==> src/rtl/alu_issue.sv <==
// Initiator for the ALU operand/start/finished handshake: takes one request, sequences the ALU
// (including the DIV start pulse and completion timeout) and holds the captured result until consumed.
module alu_issue #(
  parameter int N            = 32,
  parameter int ALU_OP_COUNT = 4,
  parameter int FLAGS_COUNT  = 5,
  parameter int TIMEOUT      = 64
) (
  input  logic                    CLK,
  input  logic                    rst,
  input  logic                    req_valid,
  output logic                    req_ready,
  input  logic [ALU_OP_COUNT-1:0] req_op,
  input  logic [N-1:0]            req_a,
  input  logic [N-1:0]            req_b,
  input  logic                    req_uns,
  output logic [N-1:0]            alu_a,
  output logic [N-1:0]            alu_b,
  output logic [ALU_OP_COUNT-1:0] alu_opcode,
  output logic                    alu_uns,
  output logic                    alu_start,
  input  logic [N-1:0]            alu_result,
  input  logic [N-1:0]            alu_high,
  input  logic [FLAGS_COUNT-1:0]  alu_flags,
  input  logic                    alu_finished,
  output logic                    rsp_valid,
  input  logic                    rsp_ready,
  output logic [N-1:0]            rsp_result,
  output logic [N-1:0]            rsp_high,
  output logic [FLAGS_COUNT-1:0]  rsp_flags,
  output logic                    rsp_err,
  output logic                    rsp_timeout,
  output logic                    busy
);

  localparam logic [ALU_OP_COUNT-1:0] OP_ADD = ALU_OP_COUNT'(1);
  localparam logic [ALU_OP_COUNT-1:0] OP_SUB = ALU_OP_COUNT'(2);
  localparam logic [ALU_OP_COUNT-1:0] OP_MUL = ALU_OP_COUNT'(3);
  localparam logic [ALU_OP_COUNT-1:0] OP_DIV = ALU_OP_COUNT'(4);
  localparam logic [ALU_OP_COUNT-1:0] OP_NEG = ALU_OP_COUNT'(11);
  localparam int CW = (TIMEOUT > 2) ? $clog2(TIMEOUT) : 1;
  localparam logic [CW-1:0] CNT_LAST = CW'(TIMEOUT - 1);

  typedef enum logic [2:0] {
    S_IDLE, S_EXEC, S_WAIT1, S_DGUARD, S_DWAIT, S_RESP
  } state_t;

  state_t                  state_reg, state_next;
  logic [ALU_OP_COUNT-1:0] op_reg;
  logic [N-1:0]            a_reg, b_reg;
  logic                    uns_reg;
  logic [CW-1:0]           cnt_reg;
  logic [N-1:0]            result_reg, high_reg;
  logic [FLAGS_COUNT-1:0]  flags_reg;
  logic                    err_reg, timeout_reg;
  logic                    op_legal;

  assign op_legal = (req_op != '0) && (req_op <= OP_NEG);

  always_ff @(posedge CLK) begin
    if (!rst) state_reg <= S_IDLE;
    else      state_reg <= state_next;
  end

  always_comb begin
    state_next = state_reg;
    case (state_reg)
      S_IDLE:   if (req_valid) state_next = op_legal ? S_EXEC : S_RESP;
      S_EXEC: begin
        if (op_reg == OP_ADD || op_reg == OP_SUB) state_next = S_RESP;
        else if (op_reg == OP_DIV)                state_next = S_DGUARD;
        else                                      state_next = S_WAIT1;
      end
      S_WAIT1:  state_next = S_RESP;
      S_DGUARD: state_next = S_DWAIT;
      S_DWAIT:  if (alu_finished || cnt_reg == CNT_LAST) state_next = S_RESP;
      S_RESP:   if (rsp_ready) state_next = S_IDLE;
      default:  state_next = S_IDLE;
    endcase
  end

  always_comb begin
    req_ready  = (state_reg == S_IDLE);
    busy       = (state_reg != S_IDLE);
    rsp_valid  = (state_reg == S_RESP);
    alu_start  = (state_reg == S_EXEC) && (op_reg == OP_DIV);
    // Opcode 0 outside the active window keeps the ALU's internal registers holding.
    alu_opcode = '0;
    if (state_reg == S_EXEC || state_reg == S_WAIT1 ||
        state_reg == S_DGUARD || state_reg == S_DWAIT)
      alu_opcode = op_reg;
  end

  always_ff @(posedge CLK) begin
    if (!rst) begin
      op_reg      <= '0;
      a_reg       <= '0;
      b_reg       <= '0;
      uns_reg     <= 1'b0;
      cnt_reg     <= '0;
      result_reg  <= '0;
      high_reg    <= '0;
      flags_reg   <= '0;
      err_reg     <= 1'b0;
      timeout_reg <= 1'b0;
    end else begin
      case (state_reg)
        S_IDLE: begin
          if (req_valid) begin
            if (op_legal) begin
              op_reg  <= req_op;
              a_reg   <= req_a;
              b_reg   <= req_b;
              uns_reg <= req_uns;
            end else begin
              result_reg  <= '0;
              high_reg    <= '0;
              flags_reg   <= '0;
              err_reg     <= 1'b1;
              timeout_reg <= 1'b0;
            end
          end
        end
        S_EXEC: begin
          if (op_reg == OP_ADD || op_reg == OP_SUB) begin
            result_reg  <= alu_result;
            high_reg    <= '0;
            flags_reg   <= alu_flags;
            err_reg     <= 1'b0;
            timeout_reg <= 1'b0;
          end
        end
        S_WAIT1: begin
          result_reg  <= alu_result;
          high_reg    <= (op_reg == OP_MUL) ? alu_high : '0;
          flags_reg   <= alu_flags;
          err_reg     <= 1'b0;
          timeout_reg <= 1'b0;
        end
        // alu_finished may still be high from an earlier op here, so it is not looked at.
        S_DGUARD: cnt_reg <= '0;
        S_DWAIT: begin
          if (alu_finished) begin
            result_reg  <= alu_result;
            high_reg    <= alu_high;
            flags_reg   <= alu_flags;
            err_reg     <= 1'b0;
            timeout_reg <= 1'b0;
          end else if (cnt_reg == CNT_LAST) begin
            result_reg  <= '0;
            high_reg    <= '0;
            flags_reg   <= '0;
            err_reg     <= 1'b0;
            timeout_reg <= 1'b1;
          end else begin
            cnt_reg <= cnt_reg + CW'(1);
          end
        end
        default: ;
      endcase
    end
  end

  assign alu_a       = a_reg;
  assign alu_b       = b_reg;
  assign alu_uns     = uns_reg;
  assign rsp_result  = result_reg;
  assign rsp_high    = high_reg;
  assign rsp_flags   = flags_reg;
  assign rsp_err     = err_reg;
  assign rsp_timeout = timeout_reg;

endmodule

==> config.mk <==
export PLATFORM = sky130hd
export DESIGN_NAME = alu_issue
export DESIGN_NICKNAME = d
export VERILOG_FILES = /design/src/rtl/alu_issue.sv
export SDC_FILE = /design/constraint.sdc
export NUM_CORES = 1
export LEC_CHECK = 0
export CELL_PAD_IN_SITES_DETAIL_PLACEMENT = 1
export CELL_PAD_IN_SITES_GLOBAL_PLACEMENT = 1
export CORE_ASPECT_RATIO = 1.25
export CORE_MARGIN = 4
export CORE_UTILIZATION = 30
export CTS_CLUSTER_SIZE = 24
export DETAILED_ROUTE_END_ITERATION = 8
export GPL_TIMING_DRIVEN = 0
export PLACE_DENSITY_LB_ADDON = 0.3
export SYNTH_ARGS = -nofsm -noshare
export SYNTH_HDL_FRONTEND = slang
export SYNTH_SLANG_ARGS = --single-unit
==> constraint.sdc <==
create_clock -name CLK -period 2.65 [get_ports CLK]
set_input_delay 0.53 -clock CLK [delete_from_list [all_inputs] [get_ports CLK]]
set_output_delay 0.53 -clock CLK [all_outputs]
set_load 0.02 [all_outputs]
==> impl_metrics.csv <==
group,metric,value,unit
critical_path,reg2regPathDepth,6,
hold_path,hp-class,"in2reg",
logic_synthesis,synth_area,0.00549,sq mm
finish,fin_cells,1183,
cts,cts_hold_buf,0,
cts,clkSinkCount,149,
placed_design,dp_hpwl,15000,um
logic_synthesis,async_flop_share,0,
critical_path,r2r_slack,0.38,ns
logic_synthesis,synth_cell_types,43,
finish,stdcell_area,0.00918,sq mm
placed_design,io_buffers,285,
timing,whs,0.432,ns
logic_synthesis,ys_top_cells_by_area,"dfxtp_1 (54%), nand2_1 (13%), a21oi_1 (7.0%), a22o_1 (5.1%), nand3_1 (3.7%)",
timing,drv_slew,0,
placed_design,finalWeightedCongestion,0.759,
critical_path,cpMaxStageDelayCell,"clkdlybuf4s50_1",
floorplanning,core_area,0.0180,sq mm
logic_synthesis,synth_largest_area_cell,"dfxtp_1",
routing,dr_total_vias,5619,
critical_path,slowest_delay,0.66,ns
critical_path,path_cells,"buf_4 -> nor3b_2 -> and4b_1 -> clkdlybuf4s50_1",
critical_path,cp.required,2.12,ns
global_routing,grt_usage,0.188,
routing,drcViolationCount,0,
global_routing,grt_pass1_wl,31000,um
finish,nNetsFinal,1086,
timing,tns,0,ns
global_routing,grt_pass1_vias,5835,
placed_design,placed_area,0.00863,sq mm
logic_synthesis,ys_seq_area_frac,0.543,
logic_synthesis,netlist.area_leader.share,0.543,
hold_path,hold_end,"rsp_result[16]$_SDFFE_PN0P_",
floorplanning,start_util,0.305,
power_and_ir_drop,p_comb_frac,0.384,
routing,vias_per_cell,4.75,
power_and_ir_drop,pwr-share-clk,0.274,
global_routing,grt_antenna_before_repair,0,
critical_path,worstSetupPathType,"reg2out",
critical_path,startpoint_type,"register",
timing,max-slew-margin-rel,0.551,
power_and_ir_drop,leakage,3.33,nW
routing,first_pass_iters,4,
critical_path,r2r_start,"state_reg[1]$_SDFFE_PN0P_",
floorplanning,rows,55,
global_routing,gr-max-usage-layer,"met2",
logic_synthesis,synth_nets,783,
timing,fin_crit_sh,0.947,
critical_path,critPathMaxFanout,8,
power_and_ir_drop,p_seq_frac,0.342,
global_routing,use_met2,0.319,
logic_synthesis,ys.flop_type,"dfxtp_1",
finish,area_delta_synth_final,67.1,%
logic_synthesis,synth_area_per_cell,8.59,sq um
floorplanning,io_pins,287,
timing,setup_viol,0,
hold_path,hold_depth,3,
logic_synthesis,netlist_instances,639,
placed_design,dpl.cell_count,1152,
critical_path,crit_path_end_kind,"output port",
floorplanning,die_w,129,um
timing,fin_ws,0.140,ns
global_routing,gr-total-overflow,0,
timing,tightest_slew,0.674,ns
global_routing,grt_max_degree,17,
job,maxCapViolations,0,
routing,postRouteWirelength,19600,um
timing,rsz0062_at_grt,"false",
power_and_ir_drop,sw_frac_of_total,0.371,
cts,clkTransAtPathRegs,0.06,ns
hold_path,min_from,"rst",
routing,drt_iter0_drc,126,
placed_design,post-place-ws,-0.261,ns
cts,cts-root-buf,"clkbuf_16",
cts,post-cts-setup-buffers,0,
global_routing,grt_use_met3,0.0802,
floorplanning,dieArea,0.0205,sq mm
critical_path,critPathTopFamily,"buffers and inverters",
power_and_ir_drop,p_sw,3.06,mW
cts,numCtsBuffers,17,
routing,wl_per_cell,16.6,um
timing,finalHoldViolations,0,
logic_synthesis,yosys_warnings,0,
critical_path,r2r-end,"rsp_high[21]$_SDFFE_PN0P_",
power_and_ir_drop,p_int,5.20,mW
timing,finClkSkew,0.0108,ns
critical_path,worst-path-buf-inv,2,
cts,htreeDepth,4,
logic_synthesis,synth_edf_count,0,
cts,worstSkewPairLatency,0.42,ns
routing,ant_nets,0,
cts,cts_tree,"yes",
floorplanning,die_y,159,um
logic_synthesis,synth-seq-cells,149,
run_status,run_status,"completed",
timing,period_needed,2.51,ns
cts,cts_buffer_depth,2,
timing,timing.fmax,0.398,GHz
power_and_ir_drop,power_density,900,mW/mm^2
global_routing,use_met1,0.211,
finish,antenna_cells,0,
finish,drive_above_1_share,0.0712,
power_and_ir_drop,ir_worst_vdd,363,uV
critical_path,critPathArrivalTime,1.98,ns
==> synth_stat cells, drive strengths merged, types with 3 or more instances <==
cell	instances
a22o	32
nand3	41
inv	3
a31oi	3
and3	3
and2	6
nand2	183
a21oi	77
buf	25
nor3	3
nor2	15
o21ai	42
xnor2	6
dfxtp	149
clkbuf	24
==> metal layers <==
layer	share of wire	wire (um)
met1	0.40	7940
met2	0.48	9410
met5	0	0
met4	0.021	407
met3	0.096	1880
==> cell families (layout without fill, tap and decap cells) <==
group / Yosys count / after routing / synth area share
simple gates: 263 / 263 / 0.205
buf+inv: 52 / 368 / 0.0499
flops: 149 / 149 / 0.543
compound gates: 167 / 167 / 0.188
xor+xnor: 7 / 7 / 0.0112
fa+ha+maj: 1 / 1 / 0.00228
==> layout by cell type, fill, tap and decap left out, types with 6 or more instances in the layout <==
master           instances
buf_6                    6
clkbuf_16               17
nand2_1                183
nor2_1                  12
clkbuf_1                24
a22o_1                  32
o21ai_0                 38
buf_2                   15
clkdlybuf4s50_1        280
inv_6                    6
a21oi_1                 77
and2_1                   6
dfxtp_1                148
nand3_1                 41
==> power groups by stage <==
stage | Combinational [mW] | Sequential, mW | Clock [mW]
6_report | 3.17 | 2.83 | 2.26
5_1_grt | 3.45 | 2.88 | 2.44
4_1_cts | 3.24 | 2.83 | 2.35
3_5_place_dp | 3.21 | 2.87 | 0
3_3_place_gp | 3.17 | 2.85 | 0
2_1_floorplan | 1.37 | 3.26 | 0
==> stage by stage <==
| stage | util | total power [mW] |
|---|---|---|
| after global routing | 0.509 | 8.77 |
| final | 0.509 | 8.26 |
| after global placement | 0.479 | 6.03 |
| after CTS | 0.509 | 8.42 |
| after floorplan | - | 4.63 |
| after detailed placement | 0.479 | 6.09 |
==> cell type report <==
| class | instances | area [sq um] |
|---|---|---|
| Tap cell | 228 | 285 |
| Buffer | 48 | 259 |
| Clock buffer | 18 | 429 |
| Timing Repair Buffer | 285 | 2850 |
| Inverter | 3 | 11.3 |
| Clock inverter | 14 | 118 |
| Fill cell | 2141 | 8850 |
| Multi-Input combinational cell | 438 | 2240 |
| Sequential cell | 149 | 2980 |
==> worst max-delay path by stage <==
stage / from / to / cells after the start / slack (ns)
after floorplan: req_op[3] / rsp_high[10]$_SDFFE_PN0P_ / 6 / 0.74
after global placement: req_op[3] / alu_a[20]$_SDFFE_PN0P_ / 8 / -0.17
after detailed placement: req_op[3] / alu_a[29]$_SDFFE_PN0P_ / 8 / -0.26
after CTS: state_reg[0]$_SDFFE_PN0P_ / alu_start / 3 / 0.04
after global routing: state_reg[1]$_SDFFE_PN0P_ / req_ready / 3 / 0.02
final: state_reg[2]$_SDFFE_PN0P_ / alu_start / 4 / 0.14
==> what timing repair did <==
action	4_1_cts	5_1_grt
hold endpoints to repair	0	0
setup endpoints to repair	5	5
gates resized for setup	7	1
==> tightest hold or removal path, stage by stage <==
cell and delay [ns]:
buf_4 0.15, nand2_1 0.06, o21ai_0 0.06
No activity file was read; power rests on OpenSTA's default activity.
